===== src/rtl/per_rx_fifo_if.sv =====
// Bundle of the CPU send/ack handshake and the peripheral valid/ready output
// side of the receive FIFO, plus its status outputs.
interface per_rx_fifo_if #(
    parameter int DATA_W = 4,
    parameter int DEPTH  = 4,
    parameter int CNT_W  = $clog2(DEPTH) + 1
);
    logic              per_send;
    logic [DATA_W-1:0] in_per_dados;
    logic              per_ack;
    logic              out_valid;
    logic              out_ready;
    logic [DATA_W-1:0] out_dados;
    logic [CNT_W-1:0]  per_count;
    logic              per_full;
    logic [7:0]        per_total;

    modport master (
        output per_send, in_per_dados, out_ready,
        input  per_ack, out_valid, out_dados, per_count, per_full, per_total
    );

    modport slave (
        input  per_send, in_per_dados, out_ready,
        output per_ack, out_valid, out_dados, per_count, per_full, per_total
    );
endinterface


===== src/rtl/per_rx_fifo.sv =====
// Peripheral receive buffer: terminates the 4-phase send/ack handshake and
// queues accepted words in a first-word-fall-through FIFO with valid/ready.
module per_rx_fifo #(
    parameter int DATA_W = 4,
    parameter int DEPTH  = 4
) (
    input  logic          per_clock,
    input  logic          per_reset,
    per_rx_fifo_if.slave  bus
);
    localparam int CNT_W = $clog2(DEPTH) + 1;
    localparam int PTR_W = $clog2(DEPTH);

    typedef enum logic {IDLE, ACK} state_t;

    state_t            state_q;
    logic              ack_q;
    logic [PTR_W-1:0]  wr_ptr_q, wr_ptr_d;
    logic [PTR_W-1:0]  rd_ptr_q, rd_ptr_d;
    logic [CNT_W-1:0]  count_q, count_d;
    logic [7:0]        total_q, total_d;
    logic [DATA_W-1:0] mem_q [DEPTH];

    logic full;
    logic valid;
    logic push;
    logic pop;

    // Full and valid come from the registered count only, so a pop never
    // frees a slot for a push in the same cycle.
    assign full  = (count_q == CNT_W'(DEPTH));
    assign valid = (count_q != '0);
    assign push  = (state_q == IDLE) && bus.per_send && !full;
    assign pop   = valid && bus.out_ready;

    always_ff @(posedge per_clock or negedge per_reset) begin
        if (!per_reset) begin
            state_q <= IDLE;
            ack_q   <= 1'b0;
        end else begin
            case (state_q)
                IDLE: begin
                    if (push) begin
                        state_q <= ACK;
                        ack_q   <= 1'b1;
                    end
                end
                ACK: begin
                    if (!bus.per_send) begin
                        state_q <= IDLE;
                        ack_q   <= 1'b0;
                    end
                end
                default: begin
                    state_q <= IDLE;
                    ack_q   <= 1'b0;
                end
            endcase
        end
    end

    always_comb begin
        wr_ptr_d = wr_ptr_q;
        rd_ptr_d = rd_ptr_q;
        count_d  = count_q;
        total_d  = total_q;
        if (push) begin
            wr_ptr_d = wr_ptr_q + PTR_W'(1);
            total_d  = total_q + 8'd1;
        end
        if (pop) begin
            rd_ptr_d = rd_ptr_q + PTR_W'(1);
        end
        case ({push, pop})
            2'b10:   count_d = count_q + CNT_W'(1);
            2'b01:   count_d = count_q - CNT_W'(1);
            default: count_d = count_q;
        endcase
    end

    always_ff @(posedge per_clock or negedge per_reset) begin
        if (!per_reset) begin
            wr_ptr_q <= '0;
            rd_ptr_q <= '0;
            count_q  <= '0;
            total_q  <= '0;
        end else begin
            wr_ptr_q <= wr_ptr_d;
            rd_ptr_q <= rd_ptr_d;
            count_q  <= count_d;
            total_q  <= total_d;
        end
    end

    // Storage carries no reset; stale entries are masked by out_valid.
    always_ff @(posedge per_clock) begin
        if (push) begin
            mem_q[wr_ptr_q] <= bus.in_per_dados;
        end
    end

    assign bus.per_ack   = ack_q;
    assign bus.out_valid = valid;
    assign bus.out_dados = valid ? mem_q[rd_ptr_q] : '0;
    assign bus.per_count = count_q;
    assign bus.per_full  = full;
    assign bus.per_total = total_q;
endmodule


===== src/flat_wrapper.sv =====
// flat-port wrapper written by rule: the top's interface ports become plain ports
module per_rx_fifo_flat 
#(
    parameter int DATA_W = 4,
    parameter int DEPTH  = 4
)
  (per_clock, per_reset, bus_per_send, bus_in_per_dados, bus_out_ready, bus_per_ack, bus_out_valid, bus_out_dados, bus_per_count, bus_per_full, bus_per_total);
  per_rx_fifo_if #(.DATA_W(DATA_W), .DEPTH(DEPTH)) bus_i ();
  input  logic per_clock;
  input  logic per_reset;
  input wire logic [$bits(bus_i.per_send)-1:0] bus_per_send;
  input wire logic [$bits(bus_i.in_per_dados)-1:0] bus_in_per_dados;
  input wire logic [$bits(bus_i.out_ready)-1:0] bus_out_ready;
  output wire logic [$bits(bus_i.per_ack)-1:0] bus_per_ack;
  output wire logic [$bits(bus_i.out_valid)-1:0] bus_out_valid;
  output wire logic [$bits(bus_i.out_dados)-1:0] bus_out_dados;
  output wire logic [$bits(bus_i.per_count)-1:0] bus_per_count;
  output wire logic [$bits(bus_i.per_full)-1:0] bus_per_full;
  output wire logic [$bits(bus_i.per_total)-1:0] bus_per_total;
  assign bus_i.per_send = bus_per_send;
  assign bus_i.in_per_dados = bus_in_per_dados;
  assign bus_i.out_ready = bus_out_ready;
  assign bus_per_ack = bus_i.per_ack;
  assign bus_out_valid = bus_i.out_valid;
  assign bus_out_dados = bus_i.out_dados;
  assign bus_per_count = bus_i.per_count;
  assign bus_per_full = bus_i.per_full;
  assign bus_per_total = bus_i.per_total;
  per_rx_fifo #(.DATA_W(DATA_W), .DEPTH(DEPTH)) u_core (.per_clock(per_clock), .per_reset(per_reset), .bus(bus_i));
endmodule

===== config.mk =====
export PLATFORM = sky130hd
export DESIGN_NAME = per_rx_fifo_flat
export DESIGN_NICKNAME = d
export VERILOG_FILES = /design/src/rtl/per_rx_fifo_if.sv /design/src/rtl/per_rx_fifo.sv /design/src/flat_wrapper.sv
export SDC_FILE = /design/constraint.sdc
export NUM_CORES = 1
export LEC_CHECK = 0
export BUFFER_PORTS_ARGS = -buffer_cell sky130_fd_sc_hd__buf_4
export CORE_MARGIN = 3
export CORE_UTILIZATION = 42
export DETAILED_ROUTE_END_ITERATION = 10
export PLACE_DENSITY = 0.77
export SYNTH_ARGS = -nofsm -noshare
export SYNTH_HDL_FRONTEND = slang
export SYNTH_SLANG_ARGS = --single-unit
export TNS_END_PERCENT = 30

===== constraint.sdc =====
create_clock -name per_clock -period 2 [get_ports per_clock]
set_input_delay 0.2 -clock per_clock [delete_from_list [all_inputs] [get_ports per_clock]]
set_output_delay 0.2 -clock per_clock [all_outputs]
set_load 0.02 [all_outputs]

After elaboration in Yosys (flattened, before gate mapping)

Memory sizes are Yosys's and may differ from the RTL's.
Index checks and enable logic that the tools add are counted.

Output and inout port bits: 18
Word-level logic and storage cells: 34
Memories: 1
Flip-flop bits (word level): 17
Bits in writable memories: 16
Input port bits: 8

Memory list:

| memory       | words | bits a word | rd ports | clocked after Yosys merged registers in | wr ports | RTL line          | text |
|---|---|---|---|---|---|---|---|
| u_core.mem_q | 4     | 4           | 1        | 0                                       | 1        | per_rx_fifo.sv:22 | `logic [DATA_W-1:0] mem_q [DEPTH];` |

Mux-type cells: 9
Eq/ne operators: 5
Add/sub/neg operators: 5
Bitwise operators: 1
Reductions and logical operators: 7

Operator list:

| cell                | count |
|---|---|
| $add 8x1->8 const B | 1 |
| $pmux 3 s2          | 1 |
| $mux 1              | 5 |
| $add 2x1->2 const B | 2 |
| $mux 4              | 1 |
| $pmux 1 s2          | 2 |
| $add 3x1->3 const B | 1 |
| $eq 3x3->1 const B  | 1 |
| $logic_and 1x1->1   | 3 |
| $reduce_bool 3->1   | 1 |
| $sub 3x1->3 const B | 1 |
| $eq 2x1->1 const B  | 1 |
| $eq 2x2->1 const B  | 1 |
| $ne 2x1->1 const B  | 1 |
| $ne 2x2->1 const B  | 1 |
| $reduce_and 2->1    | 1 |
| $reduce_bool 2->1   | 1 |
| $logic_not 1->1     | 1 |
| $not 1->1           | 1 |

Logic depth before layout (Yosys ltp)

Depth in word-level cells: 5
Depth in mapped cells: 10
Depth with buffers taken out: 9

Worst setup path before layout

Ideal clock, no wire load.

Path kind: register to register
Start: register u_core.count_q[2], in the netlist u_core.bus.per_count[2]
End: register u_core.count_q[2], in the netlist u_core.bus.per_count[2]
Path slack: -287 ps
Buffers on the path: 1
Cell stages (with the launch flop): 11
Clock period less this slack: 2287 ps
Arrival time: 2207 ps
Cell sequence: dfrtp_1 > or3b_4 > and3_4 > buf_6 > inv_1 > ha_1 > inv_1 > fa_1 > xor2_1 > nor2_1 > xor2_1

Cells in the longest elaborated chain, start to end: 5
Elaborated cells on any way between the ends: 11
Those cells by class: add/sub (2); eq/ne (3); mux (1); reduce/logical (5)

Ends and longest elaborated chain:

| item                                                   | RTL line          | text |
|---|---|---|
| start, declared                                        | per_rx_fifo.sv:20 | `logic [CNT_W-1:0] count_q, count_d;` |
| start signal, assigned                                 | per_rx_fifo.sv:90 | `count_q <= count_d;` |
| $eq 3x3->1                                             | per_rx_fifo.sv:31 | `assign full = (count_q == CNT_W'(DEPTH));` |
| $logic_not 1->1                                        | per_rx_fifo.sv:33 | `assign push = (state_q == IDLE) && bus.per_send && !full;` |
| $logic_and 1x1->1                                      | per_rx_fifo.sv:33 |  |
| $eq 2x1->1 / $eq 2x2->1 (equally long branches)        | per_rx_fifo.sv:74 | `case ({push, pop})` |
| $pmux 3 s2 / $reduce_bool 2->1 (equally long branches) | n/a               |  |

Several ways; a longest one is shown, not always the timed one.
A chain may end at the register's enable or synchronous reset.

Final worst setup path

Start: register u_core.count_q[0], in the netlist u_core.bus.per_count[0]
End: register u_core.count_q[2], in the netlist u_core.bus.per_count[2]

Same word-level chain as after synthesis.

==> results by group <==
Logic synthesis
  • Largest family of logic cells by synthesized area: simple AND/OR/NAND/NOR gates
  • Share of the synthesized area in the top cell type: 32.5%
  • Synth warn: 0
  • Compound-Gate Fraction of Synth Area: 0.847%
  • Synth Flop Type: dfrtp_1
  • Post-Synth XOR/XNOR Area: 7.71%
  • Netlist cell types: 30
  • EDFF count, synth: 16
  • Synth area leaders: edfxtp_1, dfrtp_1, mux4_2
  • Mean Syn Cell Area: 14.9 um2
  • Post-synthesis async set-or-reset flop share: 51.5%
  • Mapped Cells: 99
  • Mapped cell area: 1480 um2
  • Adder-Cell Fraction of Synth Area: 6.44%
  • Syn Nets: 114
  • Synth Register Bits: 33
  • Simple-gate area share of the yosys netlist: 11.5%
  • Sequential fraction of the synthesis area: 61.3%
  • Leading area contributor after synthesis: edfxtp_1
  • Mux cell area share after synthesis: 8.81%

Timing
  • Unrepaired setup endpoints after global routing: yes
  • Fin Hold WS: 0.0742 ns
  • Crit share post-route: 101%
  • Worst Tran Pin Value: 0.258 ns
  • Fmax: 497 MHz
  • Min setup slack post-route: -0.0134 ns
  • Fin crit period: 2.01 ns
  • Final Hold Viols: 0
  • Clock skew: 0.00617 ns
  • # setup viols final: 1
  • Max_slew headroom: 82.8%
  • Max-slew violation count: 0

Power
  • P_leak: 0.000802 uW
  • Sw Share: 36.6%
  • Internal: 1690 uW
  • Clock share of power: 12.7%
  • Share of power burned in combinational logic: 46.1%
  • Maximum vdd ir drop: 0.624 mV
  • Power Density: 1450 nW/um2
  • Psw: 972 uW
  • Reg power frac: 41.2%

Outcome
  • Violated checks: negative setup slack
  • Status: finished with violations

Hold path
  • Hold/Removal Path Class: input port to flip-flop
  • Worst hold start: bus_in_per_dados[0]
  • Hold-critical path depth: 1
  • WHS Endpoint: u_core.mem_q[2][0]

Placement
  • I/O Buffers: 25
  • GPL Wtd Cong: 0.772
  • Post-DP Area: 1750 um2
  • Inst Count DP: 169
  • Setup Slack @ Placement: -0.0450 ns
  • DPL Wire Length: 1940 um

Worst setup path
  • Critical path class: flip-flop to flip-flop
  • Reg2Reg Launch Point: u_core.bus.per_count[0]
  • Crit Path Max Fanout: 3
  • Reg-to-reg endpoint: u_core.bus.per_count[2]
  • Worst EP required: 2.25 ns
  • Startpoint type of the worst setup path: flip-flop
  • Cell mode on critical path: xor2_1
  • Setup crit end kind: flip-flop
  • Reg2Reg Depth: 9
  • Slowest stage delay, CP: 0.42 ns
  • Crit path cell chain: or3b_4, and3_4, inv_4, ha_4, inv_2, fa_2, xor2_1, nor2_1, xor2_1
  • Crit path DAT: 2.26 ns
  • Crit-path slowest cell: dfrtp_2
  • Flop-to-flop setup slack: -0.01 ns

Drt
  • Total Routed Length: 2540 um
  • ANT nets after route: 0
  • Drt pass-1 iters: 4
  • Vias post-DR: 857
  • Vias per cell: 4.73
  • DRC errors left: 0
  • Iter 0 DRT Violations: 30
  • Routed length per placed instance: 14.0 um

CTS
  • TritonCTS buffer count: 5
  • Clk pin slew, worst setup/hold paths: 0.09 ns
  • Longest Clk Path Bufs: 2
  • Root buf cell: clkbuf_4
  • CTS tree: built
  • CTS sink cnt: 33
  • Worst skew pair latency: 0.32 ns
  • H-tree levels: 2

Finish
  • Fin cells: 181
  • N_diodes: 0
  • Final core occ: 57.3%
  • Multi-input gate area: 539 um2
  • Area taken by flip-flops and latches: 911 um2
  • Final-stage net count: 151
  • Design area: 1840 um2
  • Number of fill cells in the layout: 271
  • Syn-to-layout area delta: 24.3%
  • Ratio of cells with drive above 1 in the final layout: 40.1%

Global routing
  • Largest net degree at the start of global routing: 18
  • First-pass GRT wire length: 4480 um
  • GRT overflow: 0
  • GRT Util Overall: 14.7%
  • Initial antenna violation count: 0
  • Vias in the first global route: 902

Floorplanning
  • IO Pins: 26
  • Die H: 65.3 um
  • Overall die area: 4270 um2
  • Core ar.: 3200 um2
  • FP Rows: 20
  • Initial Util: 46.1%
  • Die width: 65.3 um

Job
  • Max-cap violations: 0
-- routing by layer --
metal / wire (um) / track usage (%) / up-vias
li1: - / - / 418
met1: 1120 / 18.5 / 416
met2: 1270 / 22.1 / 19
met3: 100 / 6.32 / 4
met4: 47 / 6.22 / 0
met5: 0 / 0 / -
-- cell usage in the layout, fill, tap and decap left out, types with 2 or more instances in the layout --
cell and count:
dfrtp_1 13, inv_1 6, clkbuf_4 5, xnor2_1 6, nand3_1 3, clkbuf_1 3, xor2_1 7, ha_1 5
nor2_1 2, mux2_4 2, dfrtp_2 4, buf_4 32, and2_1 8, mux4_2 4, edfxtp_1 16
-- cell type report --
type | count | area share (%)
well taps | 44 | 3.00
multi-input cells | 55 | 29.4
flip-flops and latches | 33 | 49.6
clock buffers | 8 | 2.66
inverters | 8 | 1.77
repair buffers | 33 | 13.6
-- Yosys cell counts, types with 2 or more instances --
cell / n
mux4_2: 4
edfxtp_1: 16
xnor2_1: 6
nand3_1: 3
inv_1: 8
dfrtp_1: 17
mux2_4: 2
nor2_1: 2
ha_1: 6
and2_1: 9
xor2_1: 7
-- cells by family after synthesis --
kind of cell | count (synthesis)
buf+inv | 11
xor+xnor | 13
fa+ha+maj | 7
mux | 7
compound gates | 2
flops | 33
simple gates | 26
-- through the flow --
step / TNS [ns] / total power, uW
floorplan: -0.353 / 1840
global placement: 0 / 2230
detailed placement: -0.0521 / 2300
CTS: -0.0175 / 2690
global route: -0.161 / 2870
finish: -0.0134 / 2660
-- worst max-delay path by stage --
stage	start	endpoint	slack, ns
detailed placement	u_core.bus.per_count[0]	u_core.bus.per_count[2]	-0.04
finish	u_core.bus.per_count[0]	u_core.bus.per_count[2]	-0.01
global route	u_core.bus.per_count[0]	u_core.bus.per_count[2]	-0.10
CTS	u_core.bus.per_count[1]	u_core.bus.per_count[2]	-0.02
global placement	u_core.bus.per_count[0]	u_core.bus.per_count[2]	0.03
floorplan	u_core.bus.per_count[0]	u_core.bus.per_count[2]	-0.19
-- what timing repair did --
action	4_1_cts	5_1_grt
hold endpoints to repair	17	0
pin swaps	5	2
endpoints found under the setup margin	2	6
resized for setup	1	2
setup buffers	3	0
hold buffers	1	0
-- power groups by stage --
| stage | Clock [uW] | Sequential [uW] | Combinational (uW) |
|---|---|---|---|
| floorplan | 0 | 1160 | 678 |
| global placement | 0 | 1090 | 1140 |
| detailed placement | 0 | 1120 | 1190 |
| CTS | 352 | 1100 | 1240 |
| global route | 393 | 1130 | 1340 |
| finish | 336 | 1100 | 1220 |
-- sequential cells by signal, summed over array words and instances (netlist names) --
name	flops
u_core.bus.per_ack	1
u_core.bus.per_count	3
u_core.bus.per_total	8
u_core.mem_q	16
u_core.rd_ptr_q	2
u_core.state_q	1
u_core.wr_ptr_q	2
-- worst max-delay path: cells and delay by family, from the launching register on --
kind	cells	cell delay, ns
adder cells (fa/ha/maj)	2	0.45
buffers and inverters	2	0.08
AND/OR/NAND/NOR	3	0.70
flip-flops	1	0.42
XOR/XNOR	2	0.29
(Power assumes the default switching activity.)
